**config.mk**
```make
export PLATFORM = sky130hd
export DESIGN_NAME = avg_feeder_flat
export DESIGN_NICKNAME = d
export VERILOG_FILES = /design/src/rtl/avg_feeder_if.sv /design/src/rtl/avg_feeder.sv /design/src/flat_wrapper.sv
export SDC_FILE = /design/constraint.sdc
export NUM_CORES = 1
export LEC_CHECK = 0
export BUFFER_PORTS_ARGS = -buffer_cell sky130_fd_sc_hd__buf_2
export CORE_MARGIN = 5
export CORE_UTILIZATION = 55
export CTS_BUF_LIST = sky130_fd_sc_hd__clkbuf_8 sky130_fd_sc_hd__clkbuf_16
export CTS_CLUSTER_SIZE = 16
export DETAILED_ROUTE_END_ITERATION = 8
export PLACE_DENSITY = 0.72
export SLEW_MARGIN = 20
export SYNTH_ARGS = -nofsm -noshare
export SYNTH_HDL_FRONTEND = slang
export SYNTH_SLANG_ARGS = --single-unit
```
**constraint.sdc**
```tcl
create_clock -name clk_i -period 5.94 [get_ports clk_i]
set_input_delay 0.297 -clock clk_i [delete_from_list [all_inputs] [get_ports clk_i]]
set_output_delay 0.297 -clock clk_i [all_outputs]
set_load 0.05 [all_outputs]
```
**src/rtl/avg_feeder_if.sv**
```systemverilog
// Host-side port bundle for avg_feeder: upstream sample handshake and result FIFO pop port.
interface avg_feeder_if #(
   parameter int unsigned DW = 16
) ();
   logic          in_valid;
   logic [DW-1:0] in_data;
   logic          in_ready;
   logic          res_valid;
   logic [DW-1:0] res_data;
   logic          res_ack;

   // Feeder side.
   modport slave (
      input  in_valid, in_data, res_ack,
      output in_ready, res_valid, res_data
   );

   // Host / stimulus side.
   modport master (
      output in_valid, in_data, res_ack,
      input  in_ready, res_valid, res_data
   );
endinterface

```
**src/rtl/avg_feeder.sv**
```systemverilog
// avg_feeder: buffers one frame, streams it into the sliding-window averager one sample per
// clock, and captures every full-window result into a FIFO for the host.
// Optional protocol check compiled in with `define AVG_FEEDER_CHECK_EN.
module avg_feeder #(
   parameter int unsigned DW    = 16,
   parameter int unsigned WIN   = 12,
   parameter int unsigned FRAME = 24
) (
   input  logic          clk_i,
   input  logic          reset_i,
   avg_feeder_if.slave   host_io,
   output logic          avg_rst_o,
   output logic [DW-1:0] avg_din_o,
   input  logic          avg_ready_i,
   input  logic [DW-1:0] avg_dout_i,
   output logic          busy_o,
   output logic          err_o
);

   localparam int unsigned NRES = FRAME - WIN + 1;
   localparam int unsigned CW   = $clog2(FRAME + 1);
   localparam int unsigned PW   = (NRES > 1) ? $clog2(NRES) : 1;
   localparam int unsigned NW   = $clog2(NRES + 1);

   typedef enum logic [0:0] {StLoad, StStream} state_e;

   state_e        state_q, state_d;
   logic [CW-1:0] ld_cnt_q, ld_cnt_d;
   logic [CW-1:0] s_cnt_q, s_cnt_d;
   logic [CW-1:0] s_nxt;
   logic          avg_rst_q, avg_rst_d;
   logic [DW-1:0] avg_din_q, avg_din_d;
   logic [DW-1:0] frame_q [FRAME];

   logic [DW-1:0] res_mem_q [NRES];
   logic [PW-1:0] wr_ptr_q, rd_ptr_q;
   logic [NW-1:0] res_cnt_q, res_cnt_d;

   logic accept, capture, pop, res_valid;

   assign res_valid        = (res_cnt_q != '0);
   assign pop              = res_valid && host_io.res_ack;
   assign host_io.in_ready = (state_q == StLoad) && (ld_cnt_q < CW'(FRAME));
   assign accept           = host_io.in_valid && host_io.in_ready;
   assign s_nxt            = s_cnt_q + CW'(1);

   assign host_io.res_valid = res_valid;
   // Head is forced to zero while empty so the FIFO RAM needs no reset.
   assign host_io.res_data  = res_valid ? res_mem_q[rd_ptr_q] : '0;
   assign avg_rst_o         = avg_rst_q;
   assign avg_din_o         = avg_din_q;
   assign busy_o            = (state_q == StStream);

   // Next-state logic: load until full and FIFO drained, then stream FRAME samples.
   always_comb begin
      state_d   = state_q;
      ld_cnt_d  = ld_cnt_q;
      s_cnt_d   = s_cnt_q;
      avg_rst_d = avg_rst_q;
      avg_din_d = avg_din_q;
      capture   = 1'b0;
      unique case (state_q)
         StLoad: begin
            if (accept) begin
               ld_cnt_d = ld_cnt_q + CW'(1);
            end else if (ld_cnt_q == CW'(FRAME) && !res_valid) begin
               state_d   = StStream;
               s_cnt_d   = '0;
               avg_rst_d = 1'b0;
               avg_din_d = frame_q[0];
            end
         end
         StStream: begin
            capture = (s_cnt_q >= CW'(WIN - 1));
            if (s_cnt_q == CW'(FRAME - 1)) begin
               state_d   = StLoad;
               ld_cnt_d  = '0;
               avg_rst_d = 1'b1;
            end else begin
               s_cnt_d   = s_nxt;
               avg_din_d = frame_q[s_nxt];
            end
         end
         default: state_d = StLoad;
      endcase
   end

   // Control state registers.
   always_ff @(posedge clk_i or posedge reset_i) begin
      if (reset_i) begin
         state_q   <= StLoad;
         ld_cnt_q  <= '0;
         s_cnt_q   <= '0;
         avg_rst_q <= 1'b1;
         avg_din_q <= '0;
      end else begin
         state_q   <= state_d;
         ld_cnt_q  <= ld_cnt_d;
         s_cnt_q   <= s_cnt_d;
         avg_rst_q <= avg_rst_d;
         avg_din_q <= avg_din_d;
      end
   end

   // Frame buffer write port; contents survive reset.
   always_ff @(posedge clk_i) begin
      if (accept) begin
         frame_q[ld_cnt_q] <= host_io.in_data;
      end
   end

   // Result count: simultaneous push and pop leaves it unchanged.
   always_comb begin
      res_cnt_d = res_cnt_q;
      if (capture && !pop) begin
         res_cnt_d = res_cnt_q + NW'(1);
      end else if (!capture && pop) begin
         res_cnt_d = res_cnt_q - NW'(1);
      end
   end

   // Result FIFO pointers and occupancy.
   always_ff @(posedge clk_i or posedge reset_i) begin
      if (reset_i) begin
         wr_ptr_q  <= '0;
         rd_ptr_q  <= '0;
         res_cnt_q <= '0;
      end else begin
         res_cnt_q <= res_cnt_d;
         if (capture) begin
            wr_ptr_q <= (wr_ptr_q == PW'(NRES - 1)) ? '0 : wr_ptr_q + PW'(1);
         end
         if (pop) begin
            rd_ptr_q <= (rd_ptr_q == PW'(NRES - 1)) ? '0 : rd_ptr_q + PW'(1);
         end
      end
   end

   // Result FIFO storage.
   always_ff @(posedge clk_i) begin
      if (capture) begin
         res_mem_q[wr_ptr_q] <= avg_dout_i;
      end
   end

`ifdef AVG_FEEDER_CHECK_EN
   logic err_q;
   // Sticky error: a result captured while the averager window was not full.
   always_ff @(posedge clk_i or posedge reset_i) begin
      if (reset_i) begin
         err_q <= 1'b0;
      end else if (capture && !avg_ready_i) begin
         err_q <= 1'b1;
      end
   end
   assign err_o = err_q;
`else
   logic unused_avg_ready;
   assign unused_avg_ready = avg_ready_i;
   assign err_o            = 1'b0;
`endif

endmodule

```
**src/flat_wrapper.sv**
```systemverilog
// flat-port wrapper written by rule: the top's interface ports become plain ports
module avg_feeder_flat 
#(
   parameter int unsigned DW    = 16,
   parameter int unsigned WIN   = 12,
   parameter int unsigned FRAME = 24
)
  (clk_i, reset_i, avg_rst_o, avg_din_o, avg_ready_i, avg_dout_i, busy_o, err_o, host_io_in_valid, host_io_in_data, host_io_res_ack, host_io_in_ready, host_io_res_valid, host_io_res_data);
  avg_feeder_if #(.DW(DW)) host_io_i ();
  input  logic clk_i;
  input  logic reset_i;
  output logic avg_rst_o;
  output logic [DW-1:0] avg_din_o;
  input  logic avg_ready_i;
  input  logic [DW-1:0] avg_dout_i;
  output logic busy_o;
  output logic err_o;
  input wire logic [$bits(host_io_i.in_valid)-1:0] host_io_in_valid;
  input wire logic [$bits(host_io_i.in_data)-1:0] host_io_in_data;
  input wire logic [$bits(host_io_i.res_ack)-1:0] host_io_res_ack;
  output wire logic [$bits(host_io_i.in_ready)-1:0] host_io_in_ready;
  output wire logic [$bits(host_io_i.res_valid)-1:0] host_io_res_valid;
  output wire logic [$bits(host_io_i.res_data)-1:0] host_io_res_data;
  assign host_io_i.in_valid = host_io_in_valid;
  assign host_io_i.in_data = host_io_in_data;
  assign host_io_i.res_ack = host_io_res_ack;
  assign host_io_in_ready = host_io_i.in_ready;
  assign host_io_res_valid = host_io_i.res_valid;
  assign host_io_res_data = host_io_i.res_data;
  avg_feeder #(.DW(DW), .WIN(WIN), .FRAME(FRAME)) u_core (.clk_i(clk_i), .reset_i(reset_i), .host_io(host_io_i), .avg_rst_o(avg_rst_o), .avg_din_o(avg_din_o), .avg_ready_i(avg_ready_i), .avg_dout_i(avg_dout_i), .busy_o(busy_o), .err_o(err_o));
endmodule
```
==> impl_metrics.json, run 1 <==
{
  "io_buffers": 71,
  "clk_latency_ns": 0.64,
  "holdWs_ns": 0.0326,
  "slew_headroom_pct": 24.0,
  "final_antenna_net_count": 0,
  "drive_above_1_share_pct": 21.6,
  "synthArstFlopShare_pct": 6.33,
  "worstHoldStart": "avg_dout_i[1]",
  "reg2reg_depth": 12,
  "cts_htree_levels": 2,
  "cts_root_buffer": "clkbuf_16",
  "regToRegEndpoint": "u_core.res_cnt_q[3]",
  "postSynthCellCount": 1351,
  "grt_pass1_wl_um": 80400,
  "cts.repair.resized": 0,
  "synthTopCellsByCount": "edfxtp_1, mux2i_1, mux4_2",
  "synth-edff-count": 592,
  "core-area_um2": 45300,
  "dp_hpwl_um": 30800,
  "cp.arrival_ns": 3.88,
  "worst_pin_slew_ns": 1.14,
  "cp.required_ns": 6.46,
  "utilization_pct": 62.5,
  "synth.most_common_cell": "edfxtp_1",
  "endpoint_kind": "flip-flop",
  "drt-wirelength-per-cell_um": 25.8,
  "cts_tree": "yes",
  "path_class": "reg2reg",
  "synth_nets": 1403,
  "die_h_um": 224,
  "clk_path_buf_depth": 3,
  "drt_first_pass_iters": 5,
  "syn_to_final_growth_pct": 12.7,
  "run_status": "complete, no violations",
  "grt_overflow": 0,
  "start_kind": "flip-flop",
  "setup_ws_ns": 2.58,
  "n_antenna_cell": 0,
  "cts_buffers": 60,
  "cts-hold-fix-buffers": 12,
  "postCtsSetupRepairBufs": 0,
  "yosysWarnings": 0,
  "netlist.area_leader.share_pct": 70.9,
  "final-max-slew-violation-count": 0,
  "synth-main-ff-cell": "edfxtp_1",
  "avgSynthCellArea_um2": 18.6,
  "ys_types": 53,
  "routed_wl_um": 54300,
  "grt_antenna_before_repair": 2,
  "gp_congestion": 0.884,
  "die_area_um2": 50000,
  "io_pins": 74,
  "ys_seq_area_share_pct": 74.9,
  "grt_util_all_layers_pct": 21.5,
  "vias": 12860,
  "place_area_um2": 26200,
  "dr.first_iter.drc_count": 1307,
  "min_path_cells": 1,
  "viasPerCell": 6.12,
  "r2r_start": "u_core.s_cnt_q[0]",
  "finish.instance_area_um2": 28300,
  "finalCriticalPeriod_ns": 3.36,
  "row_count": 78,
  "report.final.setup_viol": 0,
  "synth_top_cell_by_area": "edfxtp_1",
  "max_freq_mhz": 298,
  "fillCellCount": 3151,
  "hold_class": "in2reg",
  "fin_crit_sh_pct": 56.5,
  "critPathMaxFanout": 11,
  "drcViolationCount": 0,
  "rsz0062_at_grt": "no",
  "grt_max_degree": 86,
  "grt_pass1_vias": 12864,
  "maxCapViolCount": 0,
  "path_clk_slew_ns": 0.07,
  "leakagePower_nw": 10.2,
  "finClkSkew_ns": 0.0504,
  "pre_cts_ws_ns": 2.60,
  "synth.area.top_cells": "edfxtp_1, mux4_2, mux2i_1, dfrtp_1, a22oi_1",
  "cts_num_sinks": 632,
  "syn-cell-area_um2": 25100,
  "fp.dieW_um": 224,
  "nets": 1506,
  "initial_core_util_pct": 55.4,
  "reg2reg_slack_ns": 2.58,
  "ys_ff_latch": 632,
  "vdd_drop_max_mv": 0.445,
  "hold_end": "u_core.res_mem_q[12][1]",
  "hold_viol": 0,
  "p_per_area_nw_per_um2": 423,
  "fin_setup_tns_ns": 0
}
==> logic make-up (layout without fill, tap and decap cells) <==
kind of cell               count (synthesis)  after routing  share of synthesized area, %
DFF                                      632            632                          74.9
muxes                                    223            223                          13.8
and+or+nand+nor                          204            204                          3.84
AOI/OAI and AO/OA                        168            168                          4.57
buffers and inverters                     98            250                          1.73
adders and majority gates                 15             15                         0.778
xor gates and xnor gates                  10             10                         0.409
other                                      1              1                        0.0149
==> routing by layer <==
layer	GRT usage [%]	share of wire (%)	vias up	routed length (µm)
li1	-	-	5635	-
met1	28.9	39	6653	21200
met2	36.9	51	474	27800
met3	4.02	7.3	94	3970
met4	5.32	2.3	4	1260
met5	0	0.039	-	21
==> worst max path at each step <==
stage / startpoint / to / slack [ns] / cells past startpoint
after floorplan: u_core.busy_o / u_core.frame_q[15][0] / 2.51 / 6
after global placement: u_core.s_cnt_q[0] / u_core.res_cnt_q[3] / 2.75 / 12
after detailed placement: u_core.s_cnt_q[0] / u_core.res_cnt_q[3] / 2.60 / 12
after CTS: u_core.rd_ptr_q[0] / host_io_res_data[3] / 2.30 / 4
after global routing: u_core.s_cnt_q[1] / u_core.res_cnt_q[3] / 2.34 / 12
final: u_core.s_cnt_q[0] / u_core.res_cnt_q[3] / 2.58 / 12
==> worst max-delay path: stages, from the launching register on <==
cell	delay (ns)
dfrtp_2	0.43
and2_0	0.25
o31a_1	0.27
o21ai_1	0.73
inv_2	0.20
ha_1	0.28
inv_1	0.12
ha_1	0.25
a21o_1	0.18
a21oi_1	0.19
xnor2_1	0.14
nor2_1	0.06
xor2_1	0.14
==> area by class of cell <==
| type | count | area (µm²) | share of cell area, % |
|---|---|---|---|
| well taps | 600 | 751 | 2.65 |
| multi-input cells | 621 | 5930 | 21.0 |
| clock inverters | 48 | 398 | 1.41 |
| repair buffers | 125 | 823 | 2.91 |
| inverters | 14 | 52.6 | 0.186 |
| clock buffers | 63 | 1540 | 5.46 |
| flip-flops and latches | 632 | 18800 | 66.4 |
==> placed cells by master, fill, tap and decap left out, drive strengths merged, types with 2 or more instances in the layout <==
cell	synthesis	final
nor2	35	35
mux4	98	98
a221oi	32	32
a21oi	40	40
inv	14	32
o21ai	21	21
a22oi	47	47
clkbuf	40	63
a31oi	15	15
dlygate4sd3	0	12
nand4b	2	2
nor4b	4	4
a21o	2	2
ha	14	14
clkinvlp	0	3
and3	4	4
buf	44	113
nand3b	2	2
dfrtp	39	39
xor2	4	4
nand3	36	36
nand2	88	88
and2	26	26
clkinv	0	22
bufinv	0	5
mux2i	124	124
xnor2	6	6
edfxtp	592	592
==> through the flow <==
step	power [mW]	cells
finish	12.0	2103
global route	12.4	2103
CTS	12.0	2102
detailed placement	8.31	1979
global placement	8.26	1979
floorplan	7.53	1351
==> sequential cells by signal, summed over array words and instances (netlist names) <==
| signal | cells |
|---|---|
| u_core.frame_q | 384 |
| u_core.res_mem_q | 208 |
| u_core.avg_din_o | 16 |
| u_core.ld_cnt_q | 5 |
| u_core.s_cnt_q | 5 |
| u_core.rd_ptr_q | 4 |
| u_core.res_cnt_q | 4 |
| u_core.wr_ptr_q | 4 |
| u_core.avg_rst_o | 1 |
| u_core.busy_o | 1 |
==> report_power, final <==
group / switching, mW / total [mW] / internal [mW] / leakage [nW]
sequential: 0.217 / 5.35 / 5.14 / 5.83
combinational: 1.81 / 2.89 / 1.08 / 3.33
clock: 1.62 / 3.72 / 2.10 / 1.01
total: 3.64 / 12.0 / 8.32 / 10.2
Note: power is estimated with default switching activity, not from simulation.
==> inputs of run 2 (changes only) <==
--- a/config.mk
+++ b/config.mk
@@ -11,7 +11,7 @@
 export CTS_BUF_LIST = sky130_fd_sc_hd__clkbuf_8 sky130_fd_sc_hd__clkbuf_16
 export CTS_CLUSTER_SIZE = 16
 export DETAILED_ROUTE_END_ITERATION = 8
-export PLACE_DENSITY = 0.72
+export PLACE_DENSITY = 0.75
 export SLEW_MARGIN = 20
 export SYNTH_ARGS = -nofsm -noshare
 export SYNTH_HDL_FRONTEND = slang
==> constraint.sdc (replaced) <==
create_clock -name clk_i -period 2.8 [get_ports clk_i]
set_input_delay 0.14 -clock clk_i [delete_from_list [all_inputs] [get_ports clk_i]]
set_output_delay 0.14 -clock clk_i [all_outputs]
set_load 0.05 [all_outputs]
==> impl_metrics.json, run 2 (synthesis gave the netlist of run 1 again) <==
{
  "start_kind": "flip-flop",
  "nets": 1548,
  "hold_viol": 0,
  "leakagePower_nw": 10.5,
  "vdd_drop_max_mv": 1.13,
  "path_clk_slew_ns": 0.06,
  "area.sequential_um2": 18800,
  "min_path_cells": 1,
  "routed_wl_um": 57200,
  "cts_tree": "yes",
  "cp.required_ns": 2.66,
  "violations": "setup timing",
  "endpoint_kind": "primary output",
  "worst_pin_slew_ns": 1.06,
  "reg2reg_slack_ns": 0.25,
  "dp_cells": 2004,
  "hold_class": "in2reg",
  "mostFrequentLayoutCells": "edfxtp_1, mux2i_1, mux4_2",
  "maxCapViolCount": 0,
  "run_status": "finished with violations",
  "multiInputGateArea_um2": 6080,
  "fin_cells": 2140,
  "final-max-slew-violation-count": 0,
  "r2r_start": "u_core.s_cnt_q[1]",
  "gp_congestion": 0.876,
  "syn_to_final_growth_pct": 15.9,
  "vias": 13296,
  "initial_core_util_pct": 55.4,
  "drive_above_1_share_pct": 25.5,
  "die_h_um": 224,
  "grt_pass1_wl_um": 84300,
  "finClkSkew_ns": 0.0228,
  "slew_headroom_pct": 29.6,
  "row_count": 78,
  "cp.arrival_ns": 2.73,
  "io_pins": 74,
  "critPathSlowestCell": "mux4_2",
  "io_buffers": 71,
  "report.final.setup_viol": 8,
  "use_met3_pct": 3.83,
  "top_usage_layer": "met2",
  "p_per_area_nw_per_um2": 911,
  "crit_path_cell_trace": "buf_12, buf_16, mux4_2, mux4_2, and2_4, buf_6",
  "reg2reg_depth": 12,
  "utilization_pct": 64.2,
  "crit_top_cell": "mux4_2",
  "clk_latency_ns": 0.62,
  "fin_setup_tns_ns": -0.288,
  "finish.instance_area_um2": 29100,
  "use_met2_pct": 38.2,
  "fp.dieW_um": 224,
  "grt_max_degree": 46,
  "regToRegEndpoint": "u_core.res_cnt_q[3]",
  "grt_overflow": 0,
  "fillCellCount": 3003,
  "grt_pass1_vias": 13481,
  "largest_reg_flops": 384,
  "cts_num_sinks": 632,
  "drt_first_pass_iters": 5,
  "setup_ws_ns": -0.0700,
  "regMostFlops": "u_core.frame_q",
  "path_class": "reg2out",
  "drt-wirelength-per-cell_um": 26.7,
  "finalCriticalPeriod_ns": 2.87,
  "grtUsageMet1_pct": 29.6,
  "clk_path_buf_depth": 3,
  "hold_end": "u_core.frame_q[7][10]",
  "dp_hpwl_um": 32600,
  "max_freq_mhz": 348,
  "dr.first_iter.drc_count": 1352,
  "n_antenna_cell": 0,
  "cpPeakStageDelay_ns": 0.55,
  "core-area_um2": 45300,
  "viasPerCell": 6.21,
  "worstHoldStart": "host_io_in_data[10]",
  "cts_htree_levels": 2,
  "place_area_um2": 26600,
  "rsz0062_at_grt": "yes",
  "drcViolationCount": 0,
  "cts_buffers": 61,
  "mostFrequentLayoutCell": "edfxtp_1",
  "grt_util_all_layers_pct": 22.5,
  "die_area_um2": 50000,
  "critPathMaxFanout": 6,
  "grt_antenna_before_repair": 0,
  "final_antenna_net_count": 0,
  "cts_root_buffer": "clkbuf_16",
  "fin_crit_sh_pct": 102
}
run 2: cell types whose count changed in the layout (fill, tap and decap cells not counted), sizes merged:
cell,before,now
clkinv,22,21
bufinv,5,3
dlygate4sd3,12,25
clkinvlp,3,2
clkbuf,63,69
buf,113,139
inv,32,28
run 2: through the flow:
step           hold slack (ns)  worst slack [ns]  power (mW)
3_3_place_gp             0.385             0.261        17.9
2_1_floorplan            0.239            -0.587        16.1
3_5_place_dp             0.392             0.254        18.0
5_1_grt                 0.0223            -0.116        27.4
4_1_cts                0.00510           -0.0771        26.3
6_report                0.0240           -0.0700        26.5
run 2: final cells by class:
cell class	instances	area share (%)
flip-flops and latches	632	64.6
multi-input cells	621	20.9
clock buffers	67	5.61
repair buffers	166	5.05
well taps	600	2.58
clock inverters	40	1.00
inverters	14	0.181
run 2: critical path, delay by kind of cell (launching register included):
family        cells  cell delay (ns)
mux               2             1.04
flops             1             0.45
buf+inv           3             0.44
simple gates      1             0.17
run 2: worst max path at each step:
| stage | from | to | cells past startpoint | slack [ns] |
|---|---|---|---|---|
| global route | u_core.rd_ptr_q[0] | host_io_res_data[5] | 5 | -0.12 |
| global placement | u_core.s_cnt_q[0] | u_core.res_cnt_q[3] | 12 | 0.26 |
| detailed placement | u_core.s_cnt_q[1] | u_core.res_cnt_q[3] | 12 | 0.25 |
| CTS | u_core.rd_ptr_q[0] | host_io_res_data[12] | 5 | -0.08 |
| floorplan | u_core.busy_o | u_core.res_mem_q[0][0] | 4 | -0.59 |
| finish | u_core.rd_ptr_q[0] | host_io_res_data[12] | 6 | -0.07 |
run 2: report_power, final:
group / switching, mW / internal [mW]
logic: 4.24 / 3.11
clock network: 3.37 / 4.43
registers: 0.409 / 10.9
total: 8.03 / 18.4
run 2: repair_timing:
action / in CTS / in global routing
resized for setup: 49 / 8
pin swaps: 0 / 0
buffers inserted: 0 / 1
endpoints found under the hold margin: 351 / 0
setup endpoints to repair: 16 / 16
hold buffers: 25 / 0
gates cloned: 0 / 3
run 2: per-layer routing:
layer,routed length (µm),part of all wire [%],vias up
met3,4250,7.4,125
met2,29200,51,596
li1,-,-,5719
met1,21300,37,6856
met4,2410,4.2,0
met5,0,0,-
